[src/rtl/voice_phase_scheduler.sv]
`default_nettype none
// ============================================================================
// Module   : voice_phase_scheduler
// Brief    : Time-shares one external 5-bit adder across NUM_VOICES phase
//            accumulators, one chunk per cycle, on every sample tick.
//            Optional hard sync is enabled by defining VOICE_HARD_SYNC_EN.
// Revision : 1.0 - initial release
// ============================================================================
module voice_phase_scheduler #(
    parameter int NUM_VOICES = 4,
    parameter int CHUNKS     = 4,
    parameter int VW         = 2,
    localparam int PW        = 5 * CHUNKS
) (
    input  logic          clk,
    input  logic          rst_n,
    input  logic          tick,
    input  logic          cfg_we,
    input  logic [VW-1:0] cfg_voice,
    input  logic [PW-1:0] cfg_inc,
`ifdef VOICE_HARD_SYNC_EN
    input  logic          sync_we,
    input  logic [VW-1:0] sync_voice,
`endif
    output logic [4:0]    add_a,
    output logic [4:0]    add_b,
    output logic          add_cin,
    input  logic [4:0]    add_sum,
    input  logic          add_cout,
    output logic          phase_valid,
    output logic [VW-1:0] phase_voice,
    output logic [PW-1:0] phase_data,
    output logic          busy,
    output logic          done,
    output logic          overrun
);

    localparam int KW = (CHUNKS > 1) ? $clog2(CHUNKS) : 1;

    typedef logic [CHUNKS-1:0][4:0] word_t;

    typedef enum logic [1:0] {
        S_IDLE = 2'd0,
        S_LOAD = 2'd1,
        S_RUN  = 2'd2,
        S_DONE = 2'd3
    } state_t;

    state_t        r_state;
    state_t        w_next;

    word_t         r_phase    [NUM_VOICES];
    word_t         r_inc_pend [NUM_VOICES];
    word_t         r_inc_act  [NUM_VOICES];

    logic [VW-1:0] r_v;
    logic [KW-1:0] r_k;
    logic          r_carry;

    logic          r_phase_valid;
    logic [VW-1:0] r_phase_voice;
    logic [PW-1:0] r_phase_data;
    logic          r_overrun;

    logic          w_last_chunk;
    logic          w_last_voice;
    word_t         w_new_phase;

`ifdef VOICE_HARD_SYNC_EN
    logic [NUM_VOICES-1:0] r_sync;
`endif

    assign w_last_chunk = (r_k == KW'(CHUNKS - 1));
    assign w_last_voice = (r_v == VW'(NUM_VOICES - 1));

    always_ff @(posedge clk or negedge rst_n) begin
        if (!rst_n) begin
            r_state <= S_IDLE;
        end else begin
            r_state <= w_next;
        end
    end

    always_comb begin
        w_next = r_state;
        case (r_state)
            S_IDLE:  if (tick) w_next = S_LOAD;
            S_LOAD:  w_next = S_RUN;
            S_RUN:   if (w_last_chunk && w_last_voice) w_next = S_DONE;
            S_DONE:  w_next = S_IDLE;
            default: w_next = S_IDLE;
        endcase
    end

    // Adder operands come straight from registers; the sum is spliced back
    // into the current voice's phase word to form the write-back value.
    always_comb begin
        add_a   = 5'd0;
        add_b   = 5'd0;
        add_cin = 1'b0;
        if (r_state == S_RUN) begin
            add_a   = r_phase[r_v][r_k];
            add_b   = r_inc_act[r_v][r_k];
            add_cin = (r_k == '0) ? 1'b0 : r_carry;
        end
        w_new_phase      = r_phase[r_v];
        w_new_phase[r_k] = add_sum;
    end

    always_ff @(posedge clk or negedge rst_n) begin
        if (!rst_n) begin
            for (int i = 0; i < NUM_VOICES; i++) begin
                r_phase[i]    <= '0;
                r_inc_pend[i] <= '0;
                r_inc_act[i]  <= '0;
            end
            r_v           <= '0;
            r_k           <= '0;
            r_carry       <= 1'b0;
            r_phase_valid <= 1'b0;
            r_phase_voice <= '0;
            r_phase_data  <= '0;
            r_overrun     <= 1'b0;
`ifdef VOICE_HARD_SYNC_EN
            r_sync        <= '0;
`endif
        end else begin
            r_phase_valid <= 1'b0;

            if (tick && (r_state != S_IDLE)) begin
                r_overrun <= 1'b1;
            end

            if (cfg_we) begin
                r_inc_pend[cfg_voice] <= cfg_inc;
            end

            case (r_state)
                S_LOAD: begin
                    for (int i = 0; i < NUM_VOICES; i++) begin
                        r_inc_act[i] <= r_inc_pend[i];
                    end
                    if (cfg_we) begin
                        r_inc_act[cfg_voice] <= cfg_inc;
                    end
                    r_v     <= '0;
                    r_k     <= '0;
                    r_carry <= 1'b0;
`ifdef VOICE_HARD_SYNC_EN
                    for (int i = 0; i < NUM_VOICES; i++) begin
                        if (r_sync[i]) begin
                            r_phase[i] <= '0;
                            r_sync[i]  <= 1'b0;
                        end
                    end
`endif
                end
                S_RUN: begin
                    r_phase[r_v] <= w_new_phase;
                    r_carry      <= add_cout;
                    if (w_last_chunk) begin
                        r_k           <= '0;
                        r_v           <= r_v + 1'b1;
                        r_phase_valid <= 1'b1;
                        r_phase_voice <= r_v;
                        r_phase_data  <= w_new_phase;
                    end else begin
                        r_k <= r_k + 1'b1;
                    end
                end
                default: ;
            endcase

`ifdef VOICE_HARD_SYNC_EN
            // Placed after the LOAD clear so a request in that cycle survives
            // for the following frame.
            if (sync_we) begin
                r_sync[sync_voice] <= 1'b1;
            end
`endif
        end
    end

    assign phase_valid = r_phase_valid;
    assign phase_voice = r_phase_voice;
    assign phase_data  = r_phase_data;
    assign busy        = (r_state != S_IDLE);
    assign done        = (r_state == S_DONE);
    assign overrun     = r_overrun;

endmodule
`default_nettype wire
[config.mk]
export PLATFORM = sky130hd
export DESIGN_NAME = voice_phase_scheduler
export DESIGN_NICKNAME = d
export VERILOG_FILES = /design/src/rtl/voice_phase_scheduler.sv
export SDC_FILE = /design/constraint.sdc
export NUM_CORES = 1
export LEC_CHECK = 0
export CORE_ASPECT_RATIO = 0.5
export CORE_MARGIN = 5
export CORE_UTILIZATION = 54
export CTS_CLUSTER_DIAMETER = 40
export DETAILED_ROUTE_END_ITERATION = 10
export PLACE_DENSITY = 0.87
export RECOVER_POWER = 25
export SLEW_MARGIN = 20
export SYNTH_ARGS = -nofsm -noshare
export SYNTH_HDL_FRONTEND = slang
export SYNTH_SLANG_ARGS = --single-unit
[constraint.sdc]
create_clock -name clk -period 1.82 [get_ports clk]
set_input_delay 0.364 -clock clk [delete_from_list [all_inputs] [get_ports clk]]
set_output_delay 0.364 -clock clk [all_outputs]
set_load 0.1 [all_outputs]
; Word-level counts from Yosys, hierarchy flattened
; Cells that the tools add are included.
[totals]
word_cells = 120
out_inout_bits = 37
ff_bits = 271
in_bits = 32
[op_classes]
n_mux = 34
n_addsub = 2
order_cmp = 6
n_reduce_logical = 12
bitwise_logic = 2
n_eq_ne = 8
[op_table]
columns = cell, n
row1 = $bwmux 80, 2
row2 = $mux 20, 6
row3 = $bmux 20 s2, 2
row4 = $demux 20 s2, 2
row5 = $mux 80, 1
row6 = $mux 5, 5
row7 = $bmux 5 s2, 2
row8 = $bwmux 20, 1
row9 = $demux 5 s2, 1
row10 = $eq 2x2->1 const B, 4
row11 = $mux 2, 4
row12 = $pmux 2 s2, 2
row13 = $pmux 2 s4, 1
row14 = $ge 3x3->1 const B, 2
row15 = $lt 3x1->1 const B, 2
row16 = $ne 2x2->1 const B, 3
row17 = $not 2->3, 2
row18 = $reduce_and 2->1, 3
row19 = $logic_and 1x1->1, 5
row20 = $add 2x1->2 const B, 2
row21 = $logic_not 2->1, 2
row22 = $mux 1, 4
row23 = $reduce_bool 2->1, 2
row24 = $lt 2x3->1 const B, 1
row25 = 3 further kinds, 3

; Logic depth before layout (Yosys ltp)
[logic_depth]
ltp_word = 7
depth_mapped = 11
ltp_nobuf = 5

; Least setup slack after synthesis
; OpenSTA, ideal clock, no wires.
[synth_path]
kind = reg2out
startpoint = reg r_k[0]
endpoint = out add_cin
n_path_buf = 3
path_stages_with_launch = 7
setup_slack_ns = -2.107
arrival_ns = 3.563
required_ns = 1.456
path_cell_list = dfrtp_1 > buf_2 > buf_2 > inv_2 > ha_1 > clkbuf_1 > nor3b_1
[synth_via]
elab_chain_len = 3
[synth_rtl]
columns = item, line_no
row1 = from (decl), 57  ; logic [KW-1:0] r_k;
row2 = from (signal assigned), 168  ; r_k <= r_k + 1'b1;
row3 = $logic_not 2->1, 104  ; add_cin = (r_k == '0) ? 1'b0 : r_carry;
row4 = $mux 1, 104
row5 = $mux 1, 101  ; if (r_state == S_RUN) begin
row6 = to (decl), 27  ; output logic add_cin,
; Every way passes these cells.

; Worst setup path in the final report
[layout_path]
startpoint = reg r_v[1]
endpoint = out add_a[0]
[layout_via]
elab_chain_len = 7
[layout_rtl]
columns = item, line_no
row1 = from (decl), 56  ; logic [VW-1:0] r_v;
row2 = from (signal assigned), 163  ; r_v <= r_v + 1'b1;
row3 = $not 2->3 (implied by the code), 102  ; add_a = r_phase[r_v][r_k];
row4 = $bmux 20 s2, 102
row5 = $mux 20 (implied by the code) (2 in a row), 102
row6 = $bmux 5 s2, 102
row7 = $mux 5 (implied by the code), 102
row8 = $mux 5, 101
row9 = to (decl), 25  ; output logic [4:0] add_a,
; Every way passes these cells. The select of a mux whose other input is x is not followed.

==> flow_summary.toml <==
[run_status]
status = "complete, but fails checks"
violations = "negative setup slack"

[synthesis]
syn_inst = 887
synthMuxAreaShare_pct = 28.1
synth_top_area_share_pct = 55.5
synth_area_per_cell_um2 = 13.8
synth_top_flop_cell = "dfrtp_1"
ys_seq_area_share_pct = 55.5
synth_cell_types = 34
yosysWarnings = 0
ys_top_cells_by_count = "dfrtp_1, mux2_2, nor2_1"
synthArstFlopShare_pct = 100
synth_compound_area_share_pct = 6.39
synth_area_um2 = 12200
synth_area_leaders = "dfrtp_1, mux2_2, mux4_2"
yosys.area_share.xor_xnor_pct = 0
synth.most_common_cell = "dfrtp_1"
synth_top_family_by_area = "multiplexers"
synth_nets = 932
yosys.area.top_type = "dfrtp_1"
synth_fa_ha_area_share_pct = 1.33
synth-simple-area-share_pct = 5.71
ys_ff_latch = 271
synth-edff-count = 0

[placed_design]
hpwlAfterDp_um = 18400
place_area_um2 = 14400
portBuffers = 68
gp_congestion = 0.809

[global_routing]
grtUsageTotal_pct = 24.6
grtUsageMet3_pct = 4.27
met1_usage_pct = 31.9
grt_pass1_wl_um = 50700
grt_use_met2_pct = 42.8
grt_remaining_overflow = 0
grt_pass1_vias = 9087
grt_max_degree = 57
busiest_layer = "met2"
antenna_found_initial = 0

[power_and_ir_drop]
vdd_drop_max_uv = 1080
p_leak_nw = 6.61
p_total_mw = 29.3
power_density_nw_per_um2 = 1790

[die]
die_w_um = 223
start_util_pct = 55.6
ioPinCount = 69
fp.dieArea_um2 = 25900
fp-row-count = 38
core_um2 = 22000
die_h_um = 116

[final_layout]
area_growth_syn_to_layout_pct = 33.7
diodes = 0
fill_cells = 1212
nNetsFinal = 1084
final_area_um2 = 16300
drive_above_1_share_pct = 51.1

[critical_path]
path_class = "reg -> out"
crit_required_ns = 1.46
arrival_ns = 2.37
r2r-start = "r_v[1]"
crit_start = "r_v[1]"
worstPathMaxFanout = 6
start_kind = "flop"
end_kind = "output pin"

[cts]
numCtsBuffers = 25
cts_buffer_depth = 3
cts_sinks = 271
clk_latency_ns = 0.55
cts_tree = "done"
clk_pin_slew_ns = 0.07
clockRootBuffer = "clkbuf_16"
htree_levels = 1

[sta]
slew_viol_final = 0
timing.fmax_mhz = 366
setup_viol = 102
timing.final.ws_setup_ns = -0.914
fin_crit_sh_pct = 150
worst_slew_pin_slew_ns = 1.35
period_minus_slack_ns = 2.73
skew_ns = 0.0349
max_slew_margin_pct = 9.74
finalHoldViolCount = 0
rsz0062_at_grt = "true"

[drt]
wl_per_cell_um = 27.3
ant_nets = 0
first_iter_violations = 1071
drc = 0
avgViaCountPerCell = 6.72
drt-total-wl_um = 37100
vias = 9123
firstDrtPassIters = 5

[min_path]
min_from = "r_inc_pend[16]"
hold_class = "reg -> reg"

[run]
drv_cap = 0
final timing paths:
kind / slack, ns / endpoint / cells past startpoint
worst max-delay path: -0.91 / add_a[0] / 6
worst min-delay path: 0.49 / r_inc_pend[16] / 1
worst max register to register: -0.82 / r_phase[64] / 15
worst min register to register: 0.49 / r_inc_pend[16] / 1
max in group asynchronous: 0.16 / r_v[0] / 2
min in group asynchronous: 0.65 / r_phase[77] / 2
placed cells by master (no fill, tap or decap), types with 21 or more instances in the layout:
cell,instances
nor2_1,64
clkdlybuf4s50_1,30
mux4_2,50
a31oi_1,78
clkbuf_16,30
nand2_1,26
buf_6,21
mux2_2,169
dfrtp_1,268
nor2_2,37
buf_4,57
buf_12,62
cell type report:
class,count,area (µm²),share of cell area (%)
Tap cell,300,375,2.30
Clock inverter,13,141,0.866
Inverter,9,51.3,0.314
Timing Repair Buffer,187,2560,15.7
Multi-Input combinational cell,545,5720,35.0
Sequential cell,271,6790,41.6
Clock buffer,33,696,4.26
metrics by stage:
step	hold slack [ns]	TNS [ns]	cells	setup WS (ns)	utilization (%)
finish	0.495	-41.19	1358	-0.914	74.3
global route	0.503	-51.14	1358	-0.941	74.3
CTS	0.350	-12.48	1334	-0.776	71.4
detailed placement	0.315	-26.30	1274	-0.287	65.6
global placement	0.307	-20.72	1274	-0.252	65.6
floorplan	0.0684	-4.58	887	-0.470	-
timing repair:
| action | CTS | global route |
|---|---|---|
| pin swaps | 5 | 0 |
| resized for setup | 67 | 100 |
| setup endpoints to repair | 109 | 119 |
| setup buffers | 8 | 15 |
| hold endpoints to repair | 45 | 0 |
| cloned | 5 | 9 |
| hold buffers | 1 | 0 |
registers in the layout, summed over array words and instances, names as in the netlist:
register	count
r_state	2
phase_data	20
r_phase	80
overrun	1
phase_valid	1
r_inc_act	80
r_carry	1
phase_voice	2
r_inc_pend	80
r_k	2
r_v	2
logic make-up (layout without fill, tap and decap cells):
logic type,after synthesis,count (layout)
flops,271,271
simple gates,164,164
buf+inv,71,242
fa+ha+maj,13,13
compound gates,122,122
mux,246,246
where the power goes:
part | internal, mW | total (mW) | switching (mW)
combinational | 6.49 | 14.2 | 7.72
sequential | 8.05 | 9.57 | 1.52
clock | 3.02 | 5.47 | 2.45
total | 17.6 | 29.3 | 11.7
metal layers:
layer / routed length, µm / part of all wire (%) / vias to the layer above
met1: 13200 / 36 / 4607
li1: - / - / 3597
met5: 0 / 0 / -
met4: 2540 / 6.8 / 0
met3: 3420 / 9.2 / 244
met2: 18000 / 48 / 675
critical path, cell delays in order (launching register included):
cell	delay [ns]
dfrtp_2	0.45
clkbuf_16	0.20
mux4_2	0.53
mux2i_1	0.23
buf_4	0.18
o22ai_4	0.08
buf_12	0.18
Note: power is estimated with default switching activity, not from simulation.
